--- config.mk ---
export PLATFORM = sky130hd
export DESIGN_NAME = uart_loader
export DESIGN_NICKNAME = d
export VERILOG_FILES = /design/src/rtl/uart_loader.sv
export SDC_FILE = /design/constraint.sdc
export NUM_CORES = 1
export LEC_CHECK = 0
export BUFFER_PORTS_ARGS = -buffer_cell sky130_fd_sc_hd__buf_4
export CAP_MARGIN = 10
export CORE_MARGIN = 2
export CORE_UTILIZATION = 63
export DETAILED_ROUTE_END_ITERATION = 7
export GPL_TIMING_DRIVEN = 0
export PLACE_DENSITY = 0.85
export REMOVE_ABC_BUFFERS = 1
export SLEW_MARGIN = 20
export SYNTH_ARGS = -nofsm -noshare
export SYNTH_HDL_FRONTEND = slang
export SYNTH_SLANG_ARGS = --single-unit
--- constraint.sdc ---
create_clock -name clk -period 15 [get_ports clk]
set_input_delay 3 -clock clk [delete_from_list [all_inputs] [get_ports clk]]
set_output_delay 3 -clock clk [all_outputs]
set_load 0.01 [all_outputs]
--- src/rtl/uart_loader.sv ---
// UART program loader: receives framed packets (A5, N, 4*N data bytes, XOR checksum)
// and writes the payload as little-endian 32-bit words into RAM starting at BASE_ADDR.
module uart_loader #(
    parameter int          CLKS_PER_BIT = 434,
    parameter logic [31:0] BASE_ADDR    = 32'h0000_0800,
    parameter int          TIMEOUT_CYC  = 1048576
) (
    input  logic        clk,
    input  logic        resetn,
    input  logic        rx,
    output logic        mem_we,
    output logic [31:0] mem_addr,
    output logic [31:0] mem_wdata,
    output logic        busy,
    output logic        done,
    output logic        err,
    output logic [8:0]  word_count
);

    localparam int            CW        = $clog2(CLKS_PER_BIT);
    localparam logic [CW-1:0] HALF_M1   = CW'(CLKS_PER_BIT / 2 - 1);
    localparam logic [CW-1:0] BIT_M1    = CW'(CLKS_PER_BIT - 1);
    localparam int            TW        = $clog2(TIMEOUT_CYC + 1);
    localparam logic [TW-1:0] TO_M1     = TW'(TIMEOUT_CYC - 1);
    localparam logic [7:0]    SYNC_BYTE = 8'hA5;

    typedef enum logic [1:0] {RX_IDLE, RX_START, RX_DATA, RX_STOP} rx_state_t;
    typedef enum logic [1:0] {L_IDLE, L_LEN, L_DATA, L_CSUM} ld_state_t;

    rx_state_t     r_rx_state, w_rx_next;
    logic          r_rx_s1, r_rx_s2, r_rx_d;
    logic [CW-1:0] r_cnt;
    logic [2:0]    r_bit_idx;
    logic [7:0]    r_shift;
    logic [7:0]    r_byte;
    logic          r_byte_valid;
    logic          r_frame_err;
    logic          w_fall, w_half_tick, w_bit_tick;

    ld_state_t     r_ld_state, w_ld_next;
    logic [7:0]    r_n;
    logic [1:0]    r_idx;
    logic [31:0]   r_word;
    logic [7:0]    r_csum;
    logic [TW-1:0] r_timer;
    logic          r_mem_we, r_busy, r_done, r_err;
    logic [31:0]   r_mem_addr, r_mem_wdata;
    logic [8:0]    r_word_count;
    logic          w_gap, w_timeout, w_abort;
    logic          w_start, w_latch_n, w_take, w_write, w_finish, w_fin_err;

    assign w_fall      = r_rx_d & ~r_rx_s2;
    assign w_half_tick = (r_cnt == HALF_M1);
    assign w_bit_tick  = (r_cnt == BIT_M1);

    // rx synchroniser plus one extra stage for falling-edge detection; idles high
    always_ff @(posedge clk or posedge resetn) begin
        if (resetn) begin
            r_rx_s1 <= 1'b1;
            r_rx_s2 <= 1'b1;
            r_rx_d  <= 1'b1;
        end else begin
            r_rx_s1 <= rx;
            r_rx_s2 <= r_rx_s1;
            r_rx_d  <= r_rx_s2;
        end
    end

    // RX state register
    always_ff @(posedge clk or posedge resetn) begin
        if (resetn) begin
            r_rx_state <= RX_IDLE;
        end else begin
            r_rx_state <= w_rx_next;
        end
    end

    // RX next state: a start bit that reads high at mid-bit is a glitch
    always_comb begin
        w_rx_next = r_rx_state;
        case (r_rx_state)
            RX_IDLE:  if (w_fall) w_rx_next = RX_START; else w_rx_next = RX_IDLE;
            RX_START: begin
                if (w_half_tick) begin
                    if (r_rx_s2) w_rx_next = RX_IDLE; else w_rx_next = RX_DATA;
                end else begin
                    w_rx_next = RX_START;
                end
            end
            RX_DATA:  if (w_bit_tick && (r_bit_idx == 3'd7)) w_rx_next = RX_STOP; else w_rx_next = RX_DATA;
            RX_STOP:  if (w_bit_tick) w_rx_next = RX_IDLE; else w_rx_next = RX_STOP;
            default:  w_rx_next = RX_IDLE;
        endcase
    end

    // RX bit timing, shift register and byte/framing-error strobes
    always_ff @(posedge clk or posedge resetn) begin
        if (resetn) begin
            r_cnt        <= '0;
            r_bit_idx    <= 3'd0;
            r_shift      <= 8'd0;
            r_byte       <= 8'd0;
            r_byte_valid <= 1'b0;
            r_frame_err  <= 1'b0;
        end else begin
            r_byte_valid <= 1'b0;
            r_frame_err  <= 1'b0;
            case (r_rx_state)
                RX_IDLE: begin
                    r_cnt     <= '0;
                    r_bit_idx <= 3'd0;
                end
                RX_START: begin
                    if (w_half_tick) r_cnt <= '0; else r_cnt <= r_cnt + 1'b1;
                    r_bit_idx <= 3'd0;
                end
                RX_DATA: begin
                    if (w_bit_tick) begin
                        r_cnt     <= '0;
                        r_shift   <= {r_rx_s2, r_shift[7:1]};
                        r_bit_idx <= r_bit_idx + 3'd1;
                    end else begin
                        r_cnt <= r_cnt + 1'b1;
                    end
                end
                RX_STOP: begin
                    if (w_bit_tick) begin
                        r_cnt        <= '0;
                        r_byte       <= r_shift;
                        r_byte_valid <= r_rx_s2;
                        r_frame_err  <= ~r_rx_s2;
                    end else begin
                        r_cnt <= r_cnt + 1'b1;
                    end
                end
                default: r_cnt <= '0;
            endcase
        end
    end

    // Inter-byte gap only counts while the receiver is quiet and a packet is open
    assign w_gap     = (r_rx_state == RX_IDLE) && !r_byte_valid;
    assign w_timeout = w_gap && (r_timer == TO_M1);
    assign w_abort   = r_frame_err | w_timeout;

    // Loader state register
    always_ff @(posedge clk or posedge resetn) begin
        if (resetn) begin
            r_ld_state <= L_IDLE;
        end else begin
            r_ld_state <= w_ld_next;
        end
    end

    // Loader next state and datapath control strobes
    always_comb begin
        w_ld_next = r_ld_state;
        w_start   = 1'b0;
        w_latch_n = 1'b0;
        w_take    = 1'b0;
        w_write   = 1'b0;
        w_finish  = 1'b0;
        w_fin_err = 1'b0;
        case (r_ld_state)
            L_IDLE: begin
                if (r_byte_valid && (r_byte == SYNC_BYTE)) begin
                    w_start   = 1'b1;
                    w_ld_next = L_LEN;
                end else begin
                    w_ld_next = L_IDLE;
                end
            end
            L_LEN: begin
                if (w_abort || (r_byte_valid && (r_byte == 8'd0))) begin
                    w_finish  = 1'b1;
                    w_fin_err = 1'b1;
                    w_ld_next = L_IDLE;
                end else if (r_byte_valid) begin
                    w_latch_n = 1'b1;
                    w_ld_next = L_DATA;
                end else begin
                    w_ld_next = L_LEN;
                end
            end
            L_DATA: begin
                if (w_abort) begin
                    w_finish  = 1'b1;
                    w_fin_err = 1'b1;
                    w_ld_next = L_IDLE;
                end else if (r_byte_valid) begin
                    w_take = 1'b1;
                    if (r_idx == 2'd3) begin
                        w_write = 1'b1;
                        if ((r_word_count + 9'd1) == {1'b0, r_n}) w_ld_next = L_CSUM;
                        else w_ld_next = L_DATA;
                    end else begin
                        w_ld_next = L_DATA;
                    end
                end else begin
                    w_ld_next = L_DATA;
                end
            end
            L_CSUM: begin
                if (w_abort) begin
                    w_finish  = 1'b1;
                    w_fin_err = 1'b1;
                    w_ld_next = L_IDLE;
                end else if (r_byte_valid) begin
                    w_finish  = 1'b1;
                    w_fin_err = (r_byte != r_csum);
                    w_ld_next = L_IDLE;
                end else begin
                    w_ld_next = L_CSUM;
                end
            end
            default: w_ld_next = L_IDLE;
        endcase
    end

    // Loader datapath: word assembly, checksum, RAM write port and status outputs
    always_ff @(posedge clk or posedge resetn) begin
        if (resetn) begin
            r_n          <= 8'd0;
            r_idx        <= 2'd0;
            r_word       <= 32'd0;
            r_csum       <= 8'd0;
            r_timer      <= '0;
            r_mem_we     <= 1'b0;
            r_mem_addr   <= BASE_ADDR;
            r_mem_wdata  <= 32'd0;
            r_busy       <= 1'b0;
            r_done       <= 1'b0;
            r_err        <= 1'b0;
            r_word_count <= 9'd0;
        end else begin
            r_mem_we <= w_write;
            r_done   <= w_finish;
            if ((r_ld_state == L_IDLE) || !w_gap) r_timer <= '0;
            else r_timer <= r_timer + 1'b1;
            if (w_start) begin
                r_busy       <= 1'b1;
                r_err        <= 1'b0;
                r_word_count <= 9'd0;
                r_csum       <= 8'd0;
                r_idx        <= 2'd0;
            end else if (w_finish) begin
                r_busy <= 1'b0;
                r_err  <= w_fin_err;
            end else begin
                r_busy <= r_busy;
            end
            if (w_latch_n) r_n <= r_byte;
            if (w_take) begin
                r_word[{r_idx, 3'b000} +: 8] <= r_byte;
                r_csum <= r_csum ^ r_byte;
                r_idx  <= r_idx + 2'd1;
            end
            if (w_write) begin
                r_mem_wdata  <= {r_byte, r_word[23:0]};
                r_mem_addr   <= BASE_ADDR + {21'd0, r_word_count, 2'b00};
                r_word_count <= r_word_count + 9'd1;
            end
        end
    end

    assign mem_we     = r_mem_we;
    assign mem_addr   = r_mem_addr;
    assign mem_wdata  = r_mem_wdata;
    assign busy       = r_busy;
    assign done       = r_done;
    assign err        = r_err;
    assign word_count = r_word_count;

endmodule

-- Word-level counts from Yosys, hierarchy flattened
Index checks and enable logic that the tools add are counted.
- register bits: 185
- bits of input ports: 3
- output and inout bits: 77
- logic and storage cells: 127
- add/sub/neg operators: 7
- eq/ne operators: 15
- shift-type cells: 2
- mux-type cells: 55
- bitwise logic cells: 4
- reductions and logical operators: 21
- operators with widths (kind ; number):
    $mux 9 ; 4
    $bwmux 32 ; 1
    $shift 8x7->32 const A ; 1
    $shiftx 8x7->32 ; 1
    $mux 1 ; 28
    $pmux 9 s3 ; 1
    $mux 2 ; 12
    $add 21x1->21 const B ; 1
    $eq 21x20->1 const B ; 1
    $mux 21 ; 1
    $add 9x1->9 const B ; 2
    $mux 8 ; 2
    $pmux 2 s4 ; 2
    $add 12x11->13 const A ; 1
    $eq 2x2->1 const B ; 5
    $eq 9x8->1 ; 1
    $eq 9x8->1 const B ; 1
    $eq 9x9->1 const B ; 1
    $eq 8x8->1 const B ; 1
    $logic_not 8->1 ; 1
    $ne 8x8->1 ; 1
    $reduce_bool 2->1 ; 4
    $xor 8x8->8 ; 1
    $neg 5->7 ; 1
    17 further kinds ; 29

-- Depth between registers and ports, before layout
- depth after elaboration: 9
- gate-level depth with buffers: 7
- mapped depth without buffers: 7

-- Least setup slack after synthesis
Ideal clock, no wire load.
- path type: reg-to-output
- start point: reg r_word_count[0], in the netlist word_count[0]
- end point: out word_count[0]
- arrival: 470 ps
- data required time: 12000 ps
- slack: 11530 ps
- cell stages (with the launch flop): 1
- buffers on the path: 0
- cells stage by stage: dfrtp_1
- RTL lines (what ; line ; RTL):
    start: declaration ; 48 ; logic [8:0] r_word_count;
    start signal: assignment ; 261 ; r_word_count <= r_word_count + 9'd1;
    end: declaration ; 17 ; output logic [8:0] word_count
No word-level cell between the ends.

-- Worst setup path in the final report
- start point: reg r_word_count[0], in the netlist word_count[0]
- end point: out word_count[0]
No word-level cell between the ends.

==> flow_summary.yaml <==
synth:
  synth_seq_area_share_pct: 55.20
  yosys_register_bits: 154
  async_flop_share_pct: 100.0
  synth.largest_area_cell: "dfrtp_1"
  syn_inst: 711
  yosys.cell_types.count: 48
  synth-edff-count: 0
  avgSynthCellArea_sq_um: 9.828
  ys.flop_type: "dfrtp_1"
  yosys_warnings: 0
  netlist.area_leader.share_pct: 54.07
  synthTopCellsByArea: "dfrtp_1 (54%), nand2_1 (11%), o21ai_0 (4.1%), xnor2_1 (3.3%), xor2_1 (3.0%)"
  netlist_area_sq_mm: 0.006988
drt:
  drc: 0
  drt_iter0_markers: 379
  wl_per_cell_um: 15.45
  wl_mm: 14.06
  ant_nets: 0
  first_pass_iters: 5
  viasPerCell: 5.589
  num_vias: 5086
sta:
  fmax_mhz: 236.4
  min_period_ns: 4.229
  slew_violations: 0
  hold_viol: 0
  hold_slack_ns: 0.3598
  finalCritPeriodShare_pct: 28.20
  fin_setup_tns_ns: 0
  rsz0062_at_grt: "no"
  tightest_slew_ns: 0.8704
  finClkSkew_ns: 0.009945
  finalSetupViolations: 0
  slew_headroom_pct: 41.85
floorplan:
  ios: 80
  coreArea_sq_mm: 0.01084
  rows: 38
  die_area_sq_mm: 0.01195
  die_h_um: 109.3
  die_w_um: 109.3
  initial_core_util_pct: 64.46
pwr:
  peakVddDrop_mv: 0.06545
  power_per_cell_area_mw_per_mm2: 111.0
  power_leakage_nw: 3.950
place:
  port-buffer-count: 56
  dp.cells: 878
  hpwlAfterDp_mm: 8.843
  detailed_place.area_sq_mm: 0.007430
  gp_congestion: 0.8090
worst_setup_path:
  start_kind: "register"
  worstPathMaxFanout: 9
  r2r-end: "word_count[6]"
  worstPathCellList: "buf_4"
  cp-end-kind: "output port"
  r2r_cells: 6
  r2r_slack_ns: 12.48
  worst_path_max_delay_cell: "dfrtp_1"
  critPathBufInv: 1
  cp.required_ns: 12.00
  slowest_delay_ns: 0.51
  critPathKind: "reg2out"
  cpLargestDelayFamily: "flip-flops"
  crit_arrival_ns: 1.23
  reg2reg_from: "r_ld_state[0]"
outcome:
  status: "finished, final reports clean"
clock_network:
  cts_resized: 0
  cts_setup_buffers: 0
  cts_buffers: 17
  cts_max_level: 4
  cts_tree: "done"
  clk-insertion-delay-late_ns: 0.54
  clk_pin_slew_ns: 0.07
  clock-root-buffer: "clkbuf_8"
  clock_sinks: 154
  cts_hold_buf: 0
  clockBufferDepth: 2
global_routing:
  gr-total-overflow: 0
  grt.total_usage_pct: 25.14
  antenna_found_initial: 0
  grt_first_pass_wirelength_mm: 23.12
  grt_max_degree: 96
  grt_pass1_vias: 4860
layout:
  fin_cells: 910
  design_area_sq_mm: 0.008018
  areaGrowthSynthToFinish_pct: 14.74
  post-route-util_pct: 73.96
  fillers: 696
  fin_nets: 772
  final_common_cell: "nand2_1"
  drive_gt1_share_pct: 16.36
  antenna_cells: 0
  final_cell_mix: "nand2_1 (213), dfrtp_1 (151), o21ai_0 (57)"
  regArea_sq_mm: 0.003857
  multi_input_area_sq_mm: 0.002873
min_path:
  hold_end: "r_rx_s2"
  holdCritPathClass: "reg2reg"
  worstHoldStart: "r_rx_s1"
  worstHoldPathCells: 0
flow_run:
  cap_violations: 0
## flip-flops by register name, summed over array words and instances (netlist names), 2 cells and up
register    cells
mem_wdata      32
r_word         24
r_timer        21
mem_addr        9
r_cnt           9
word_count      9
r_byte          8
r_csum          8
r_n             8
r_shift         8
r_bit_idx       3
r_idx           2
r_ld_state      2
r_rx_state      2
## report_power, final
group / switching [mW] / leakage, nW / internal (mW) / total (mW)
clock network: 0.180 / 0.281 / 0.245 / 0.425
registers: 0.0105 / 2.13 / 0.423 / 0.433
logic: 0.0206 / 1.54 / 0.0110 / 0.0316
total: 0.211 / 3.95 / 0.679 / 0.890
## cell families after synthesis
group / count (synthesis) / share of synthesized area [%]
AND/OR/NAND/NOR: 330 / 21.04
flip-flops: 154 / 55.20
AO/OA/AOI/OAI: 72 / 5.801
buffers and inverters: 65 / 4.852
XOR/XNOR: 50 / 6.267
multiplexers: 26 / 4.584
adder cells (fa/ha/maj): 12 / 2.149
other: 2 / 0.1075
## final cells by class
class / count / share of cell area (%)
multi-input combinational: 513 / 35.83
clock buffer: 18 / 5.337
tap: 140 / 2.185
sequential: 154 / 48.11
timing repair buffer: 58 / 5.836
clock inverter: 14 / 1.998
inverter: 13 / 0.7022
## synth_stat cells, types with 2 or more instances
cell type / number
nor3_1: 2
nor3b_1: 5
nand2b_1: 3
dfstp_2: 3
nor4_1: 3
or3_1: 3
ha_1: 12
nand4_1: 8
mux2_4: 8
conb_1: 2
and4_1: 4
nand3b_1: 4
nor2b_1: 5
o31ai_1: 2
xor2_1: 24
xnor2_1: 26
a31oi_1: 4
clkbuf_1: 26
inv_1: 12
o21ai_0: 57
buf_4: 23
mux2i_1: 2
nand4b_1: 2
mux2_2: 16
a21oi_1: 3
dfrtp_1: 151
and2_1: 2
nand2_1: 214
nor2_1: 38
nand3_1: 23
and3_1: 7
## through the flow
stage / worst slack (ns) / power (mW)
2_1_floorplan: 7.855 / 0.4624
3_3_place_gp: 6.472 / 0.4686
3_5_place_dp: 11.16 / 0.4725
4_1_cts: 10.77 / 0.8950
5_1_grt: 10.74 / 0.9200
6_report: 10.77 / 0.8897
## worst max path at each step
| stage | slack, ns | cells after the start | to | startpoint |
|---|---|---|---|---|
| 2_1_floorplan | 7.86 | 1 | busy | resetn |
| 3_3_place_gp | 6.47 | 2 | mem_wdata[5] | resetn |
| 3_5_place_dp | 11.16 | 3 | mem_wdata[28] | resetn |
| 4_1_cts | 10.77 | 1 | word_count[0] | word_count[0] |
| 5_1_grt | 10.74 | 1 | word_count[0] | word_count[0] |
| 6_report | 10.77 | 1 | word_count[0] | word_count[0] |
## metal layers
layer | GRT usage (%) | wire length, um | up-vias | part of all wire (%)
met5 | 0 | 0 | - | 0
met4 | 9.765 | 286 | 0 | 2.0
met3 | 5.691 | 696 | 31 | 5.0
met2 | 41.62 | 7191 | 149 | 51
met1 | 32.39 | 5882 | 2520 | 42
li1 | - | - | 2386 | -
(Power assumes the default switching activity.)
